**src/rtl/spi_xfer_sequencer.sv**
```systemverilog
// Multi-byte SPI transaction sequencer: drains a TX FIFO into a byte-level SPI
// engine one byte at a time and collects the returned bytes into an RX FIFO.
module spi_xfer_sequencer #(
  parameter int unsigned NUM_SLAVES = 4,
  parameter int unsigned FIFO_DEPTH = 8,
  localparam int unsigned SW = (NUM_SLAVES > 1) ? $clog2(NUM_SLAVES) : 1
) (
  input  logic          i_Clk,
  input  logic          i_Rst_L,
  input  logic          i_Cmd_Valid,
  input  logic [SW-1:0] i_Cmd_Slave,
  input  logic [7:0]    i_Cmd_Len,
  output logic          o_Cmd_Ready,
  input  logic [7:0]    i_TX_Data,
  input  logic          i_TX_Valid,
  output logic          o_TX_Ready,
  output logic [7:0]    o_RX_Data,
  output logic          o_RX_Valid,
  input  logic          i_RX_Ready,
  input  logic          i_Abort,
  output logic          o_Busy,
  output logic          o_Done,
  output logic          o_Aborted,
  output logic [7:0]    o_Byte_TX_Byte,
  output logic          o_Byte_TX_DV,
  output logic [SW-1:0] o_Byte_Slave_Select,
  input  logic          i_Byte_TX_Ready,
  input  logic          i_Byte_RX_DV,
  input  logic [7:0]    i_Byte_RX_Byte
);

  localparam int unsigned AW = $clog2(FIFO_DEPTH);
  localparam int unsigned CW = AW + 1;

  typedef enum logic [2:0] {
    S_IDLE, S_LOAD, S_LAUNCH, S_WAIT_RX, S_WAIT_RDY, S_FINISH
  } state_t;

  state_t        state, state_nx;
  logic [7:0]    rem_q, rem_nx;
  logic [SW-1:0] sel_nx;
  logic          abort_q, abort_nx, abort_in;
  logic          tx_pop_req, tx_flush, rx_push_req;

  // TX FIFO
  logic [7:0]    tx_mem [FIFO_DEPTH];
  logic [AW-1:0] tx_wr, tx_rd;
  logic [CW-1:0] tx_cnt;
  logic          tx_full, tx_empty, tx_push, tx_pop;

  assign tx_full  = (tx_cnt == CW'(FIFO_DEPTH));
  assign tx_empty = (tx_cnt == '0);
  assign tx_pop   = tx_pop_req && !tx_empty;
  assign tx_push  = i_TX_Valid && (!tx_full || tx_pop) && !tx_flush;

  always_ff @(posedge i_Clk or negedge i_Rst_L) begin
    if (!i_Rst_L) begin
      tx_wr  <= '0;
      tx_rd  <= '0;
      tx_cnt <= '0;
    end else if (tx_flush) begin
      tx_rd  <= tx_wr;
      tx_cnt <= '0;
    end else begin
      if (tx_push) tx_wr <= tx_wr + AW'(1);
      if (tx_pop)  tx_rd <= tx_rd + AW'(1);
      tx_cnt <= tx_cnt + CW'(tx_push) - CW'(tx_pop);
    end
  end

  always_ff @(posedge i_Clk) begin
    if (tx_push) tx_mem[tx_wr] <= i_TX_Data;
  end

  // RX FIFO, show-ahead head
  logic [7:0]    rx_mem [FIFO_DEPTH];
  logic [AW-1:0] rx_wr, rx_rd;
  logic [CW-1:0] rx_cnt;
  logic          rx_full, rx_empty, rx_push, rx_pop;

  assign rx_full  = (rx_cnt == CW'(FIFO_DEPTH));
  assign rx_empty = (rx_cnt == '0);
  assign rx_pop   = i_RX_Ready && !rx_empty;
  assign rx_push  = rx_push_req && (!rx_full || rx_pop);

  always_ff @(posedge i_Clk or negedge i_Rst_L) begin
    if (!i_Rst_L) begin
      rx_wr  <= '0;
      rx_rd  <= '0;
      rx_cnt <= '0;
    end else begin
      if (rx_push) rx_wr <= rx_wr + AW'(1);
      if (rx_pop)  rx_rd <= rx_rd + AW'(1);
      rx_cnt <= rx_cnt + CW'(rx_push) - CW'(rx_pop);
    end
  end

  always_ff @(posedge i_Clk) begin
    if (rx_push) rx_mem[rx_wr] <= i_Byte_RX_Byte;
  end

  assign o_TX_Ready = !tx_full;
  assign o_RX_Valid = !rx_empty;
  assign o_RX_Data  = rx_mem[rx_rd];

  // State register
  always_ff @(posedge i_Clk or negedge i_Rst_L) begin
    if (!i_Rst_L) state <= S_IDLE;
    else          state <= state_nx;
  end

  // Next-state and per-state actions
  always_comb begin
    state_nx    = state;
    rem_nx      = rem_q;
    sel_nx      = o_Byte_Slave_Select;
    abort_nx    = abort_q;
    tx_pop_req  = 1'b0;
    tx_flush    = 1'b0;
    rx_push_req = 1'b0;
    abort_in    = i_Abort && (state != S_IDLE) && (state != S_FINISH);
    if (abort_in) abort_nx = 1'b1;
    case (state)
      S_IDLE: begin
        if (i_Cmd_Valid && o_Cmd_Ready) begin
          sel_nx   = i_Cmd_Slave;
          rem_nx   = i_Cmd_Len;
          state_nx = (i_Cmd_Len == 8'd0) ? S_FINISH : S_LOAD;
        end
      end
      S_LOAD: begin
        if (abort_q || abort_in)
          state_nx = S_FINISH;
        else if (!tx_empty && !rx_full && i_Byte_TX_Ready)
          state_nx = S_LAUNCH;
      end
      S_LAUNCH: begin
        tx_pop_req = 1'b1;
        rem_nx     = rem_q - 8'd1;
        state_nx   = S_WAIT_RX;
      end
      S_WAIT_RX: begin
        if (i_Byte_RX_DV) begin
          rx_push_req = 1'b1;
          state_nx    = S_WAIT_RDY;
        end
      end
      S_WAIT_RDY: begin
        if (i_Byte_TX_Ready)
          state_nx = (abort_q || abort_in || rem_q == 8'd0) ? S_FINISH : S_LOAD;
      end
      S_FINISH: begin
        tx_flush = abort_q;
        abort_nx = 1'b0;
        state_nx = S_IDLE;
      end
      default: state_nx = S_IDLE;
    endcase
  end

  // Registered datapath and host/engine outputs; busy spans the done cycle
  always_ff @(posedge i_Clk or negedge i_Rst_L) begin
    if (!i_Rst_L) begin
      rem_q               <= '0;
      abort_q             <= 1'b0;
      o_Byte_Slave_Select <= '0;
      o_Busy              <= 1'b0;
      o_Cmd_Ready         <= 1'b1;
      o_Done              <= 1'b0;
      o_Aborted           <= 1'b0;
      o_Byte_TX_DV        <= 1'b0;
      o_Byte_TX_Byte      <= '0;
    end else begin
      rem_q               <= rem_nx;
      abort_q             <= abort_nx;
      o_Byte_Slave_Select <= sel_nx;
      o_Busy              <= (state_nx != S_IDLE) || (state == S_FINISH);
      o_Cmd_Ready         <= (state_nx == S_IDLE) && (state != S_FINISH);
      o_Done              <= (state == S_FINISH);
      o_Aborted           <= (state == S_FINISH) && abort_q;
      o_Byte_TX_DV        <= (state_nx == S_LAUNCH);
      if (state_nx == S_LAUNCH) o_Byte_TX_Byte <= tx_mem[tx_rd];
    end
  end

endmodule

```
**config.mk**
```make
export PLATFORM = sky130hd
export DESIGN_NAME = spi_xfer_sequencer
export DESIGN_NICKNAME = d
export VERILOG_FILES = /design/src/rtl/spi_xfer_sequencer.sv
export SDC_FILE = /design/constraint.sdc
export NUM_CORES = 1
export LEC_CHECK = 0
export CAP_MARGIN = 20
export CORE_MARGIN = 1
export CORE_UTILIZATION = 55
export CTS_CLUSTER_SIZE = 10
export DETAILED_ROUTE_END_ITERATION = 12
export GPL_TIMING_DRIVEN = 1
export PLACE_DENSITY = 0.78
export SYNTH_ARGS = -nofsm -noshare
export SYNTH_HDL_FRONTEND = slang
export SYNTH_SLANG_ARGS = --single-unit
```
**constraint.sdc**
```tcl
create_clock -name i_Clk -period 5.7 [get_ports i_Clk]
set_input_delay 1.14 -clock i_Clk [delete_from_list [all_inputs] [get_ports i_Clk]]
set_output_delay 1.14 -clock i_Clk [all_outputs]
set_load 0.1 [all_outputs]
```
==> run metrics <==
status=finished, final reports clean; power per cell area=560 nW/um^2; Final #Nets=579; top-count cell post-synth=edfxtp_1; Die Y=around 120 um; Die X=118 um; fmax=245 MHz; critical path peak fanout=15; R2R cell count=10; clk_lat worst skew=420 ps; syn nets=510; Yosys cell types=52; CTS Hold Bufs=0; Synth Instances=457; Root Buffer Master=clkbuf_16; initial antenna violation count=0; overflow left after global routing=0; die area=13800 sq um; initial drt markers=386; final WL=13300 um; Tmin final=4080 ps; TritonCTS clock tree=done; Yosys top cell by area=edfxtp_1; largest net degree at the start of global routing=48; H-Tree Level Count=4; CP Capture Type=output pin; ranking of synthesized cells by area=edfxtp_1 (52%), dfrtp_1 (16%), mux4_2 (9.8%), ha_1 (2.9%), nand2_1 (1.7%); Leak=~3.1 nW; final setup violation count=0; number of global-route vias before repair=4153; Worst Setup EP=o_RX_Data[3]; routed vias=4055; global-route wire length before repair=between 20000 and 25000 um; # Post-CTS Setup Buffers=0; Max-slew headroom=32.1%; max-cap check violation count=0; Mean Syn Cell Area=about 16 sq um; share of the synthesized area in the top cell type=52.2%; hold path depth=2; Reg2Reg Setup Slack=roughly 2600 ps; Longest Clk Path Bufs=2; Mapped Area=7360 sq um; Startpoint Class=flop; Hold Crit Class=flop to flop; fin util=68.0%; final slew viol count=0; Top Ports=59; Most used DFF post-synth=edfxtp_1; Post-synth EDFFs=128; CP Data Arrival Time=2940 ps; Worst Path Required=4560 ps; Synth Warn #=0; GPL Wtd Cong=0.879; worst r2r src=state[2]; DR vias/cell=approximately 5.7; Tcrit/Tclk final=71.7%; diode count=0; unrepaired setup endpoints after global routing=no; r2r endpoint=tx_cnt[3]; ANT nets after route=0; actual slew at the worst max-slew pin=between 1000 and 1500 ps; layout cell share with drive strength beyond 1=17.6%; ys async rst share=between 20% and 30%; Detail Placement HPWL=8930 um; Hold Fails Final Rpt=0; Area growth syn-to-layout=18.5%; Final Skew=~8.2 ps; initial core utilization=57.4%; Num CTS Buffers=17; DRC Markers=0; post-cts resize count=0; Crit. Startpoint=rx_rd[0]; drt pass-1 iters=5; PortBufs=58; Rows=41; mean routed wirelength per cell=about 19 um; TritonCTS Sinks=175; Total GRT Usage=20.6%; Core Box Area=12800 sq um; critical path type=flop to output pin; CTS clock-pin slew for the worst setup and hold paths=approximately 70 ps; setup TNS=0 ps; Max VDD drop=a little under 300 uV; leading cell types by count after synthesis=edfxtp_1 (128), dfrtp_1 (46), nand2_1 (33); sequential area share after synthesis=68.2%; Yosys reg bits=175
==> worst max-delay path, cell delays in order, from the launching register on <==
cell             delay, ps
dfrtp_1                530
buf_16                 210
mux4_2                 520
mux2_2                 280
clkdlybuf4s50_1        970
==> state kept, by name, indices dropped and copies added, names as in the netlist, 2 cells and up <==
register / cells
tx_rd: 3
rx_cnt: 4
tx_cnt: 4
tx_wr: 3
rx_rd: 3
state: 3
rx_wr: 3
rem_q: 8
o_Byte_TX_Byte: 8
rx_mem: 64
o_Byte_Slave_Select: 2
tx_mem: 64
==> stage by stage <==
step / worst slack (ps) / hold WS [ps] / power (mW) / area [sq um] / instances
detailed placement: 1650 / 473 / 3.80 / 8120 / 675
finish: 1620 / 488 / 4.89 / 8730 / 711
CTS: 1170 / 488 / 4.89 / 8680 / 707
floorplan: 2460 / 482 / 3.36 / 7360 / 457
global route: 1550 / 522 / 5.13 / 8730 / 711
global placement: 1760 / 458 / 3.72 / 8100 / 674
==> worst min path at each step <==
stage                                         to  slack (ps)                    from
after floorplan                         rem_q[5]         480                rem_q[5]
after global placement    o_Byte_Slave_Select[1]         460  o_Byte_Slave_Select[1]
after detailed placement  o_Byte_Slave_Select[1]         470  o_Byte_Slave_Select[1]
after CTS                 o_Byte_Slave_Select[0]         490  o_Byte_Slave_Select[0]
after global routing      o_Byte_Slave_Select[1]         520  o_Byte_Slave_Select[1]
final                     o_Byte_Slave_Select[1]         490  o_Byte_Slave_Select[1]
==> power breakdown <==
part           internal, mW  switching, mW
Clock                 0.604          0.483
Combinational         0.731           1.20
Sequential             1.60          0.269
Total                  2.94           1.95
==> cells by family after synthesis <==
group,after synthesis,synth area share (%)
xor+xnor,9,1.07
flops,175,68.2
compound gates,49,4.39
fa+ha+maj,19,3.43
mux,52,12.7
buf+inv,37,2.23
simple gates,116,8.01
==> per-layer routing <==
metal  routed length, um  GRT usage (%)  vias up
met5                   0              0        -
met4                 148           8.41        0
met3                 419           4.22       13
met2                7080           35.3       94
met1                5640           25.6     2046
li1                    -              -     1902
==> cell usage in the layout, fill, tap and decap left out, types with 3 or more instances in the layout <==
cell type / n
a21oi_1: 11
nand4_1: 5
o21ai_1: 8
nand2b_1: 4
buf_2: 3
and3_1: 3
mux4_2: 32
xnor2_1: 7
buf_4: 7
clkinv_4: 6
ha_1: 17
mux2_2: 9
nor3_1: 13
clkdlybuf4s50_1: 57
and2_1: 3
o21ai_0: 6
or3_1: 3
a21o_1: 5
clkbuf_16: 17
clkinvlp_4: 4
nor4_1: 5
edfxtp_1: 128
mux2i_1: 11
dfrtp_1: 46
nor2_1: 26
nand3_1: 6
or3b_1: 3
inv_1: 17
nand2_1: 33
==> layout make-up <==
| class | instances | area, sq um |
|---|---|---|
| sequential | 175 | 5020 |
| fill | 859 | 4100 |
| multi-input combinational | 245 | 2180 |
| timing repair buffer | 70 | 686 |
| clock buffer | 17 | 425 |
| tap | 172 | 215 |
| clock inverter | 15 | 139 |
| inverter | 17 | 63.8 |
Note: power is estimated with default switching activity, not from simulation.
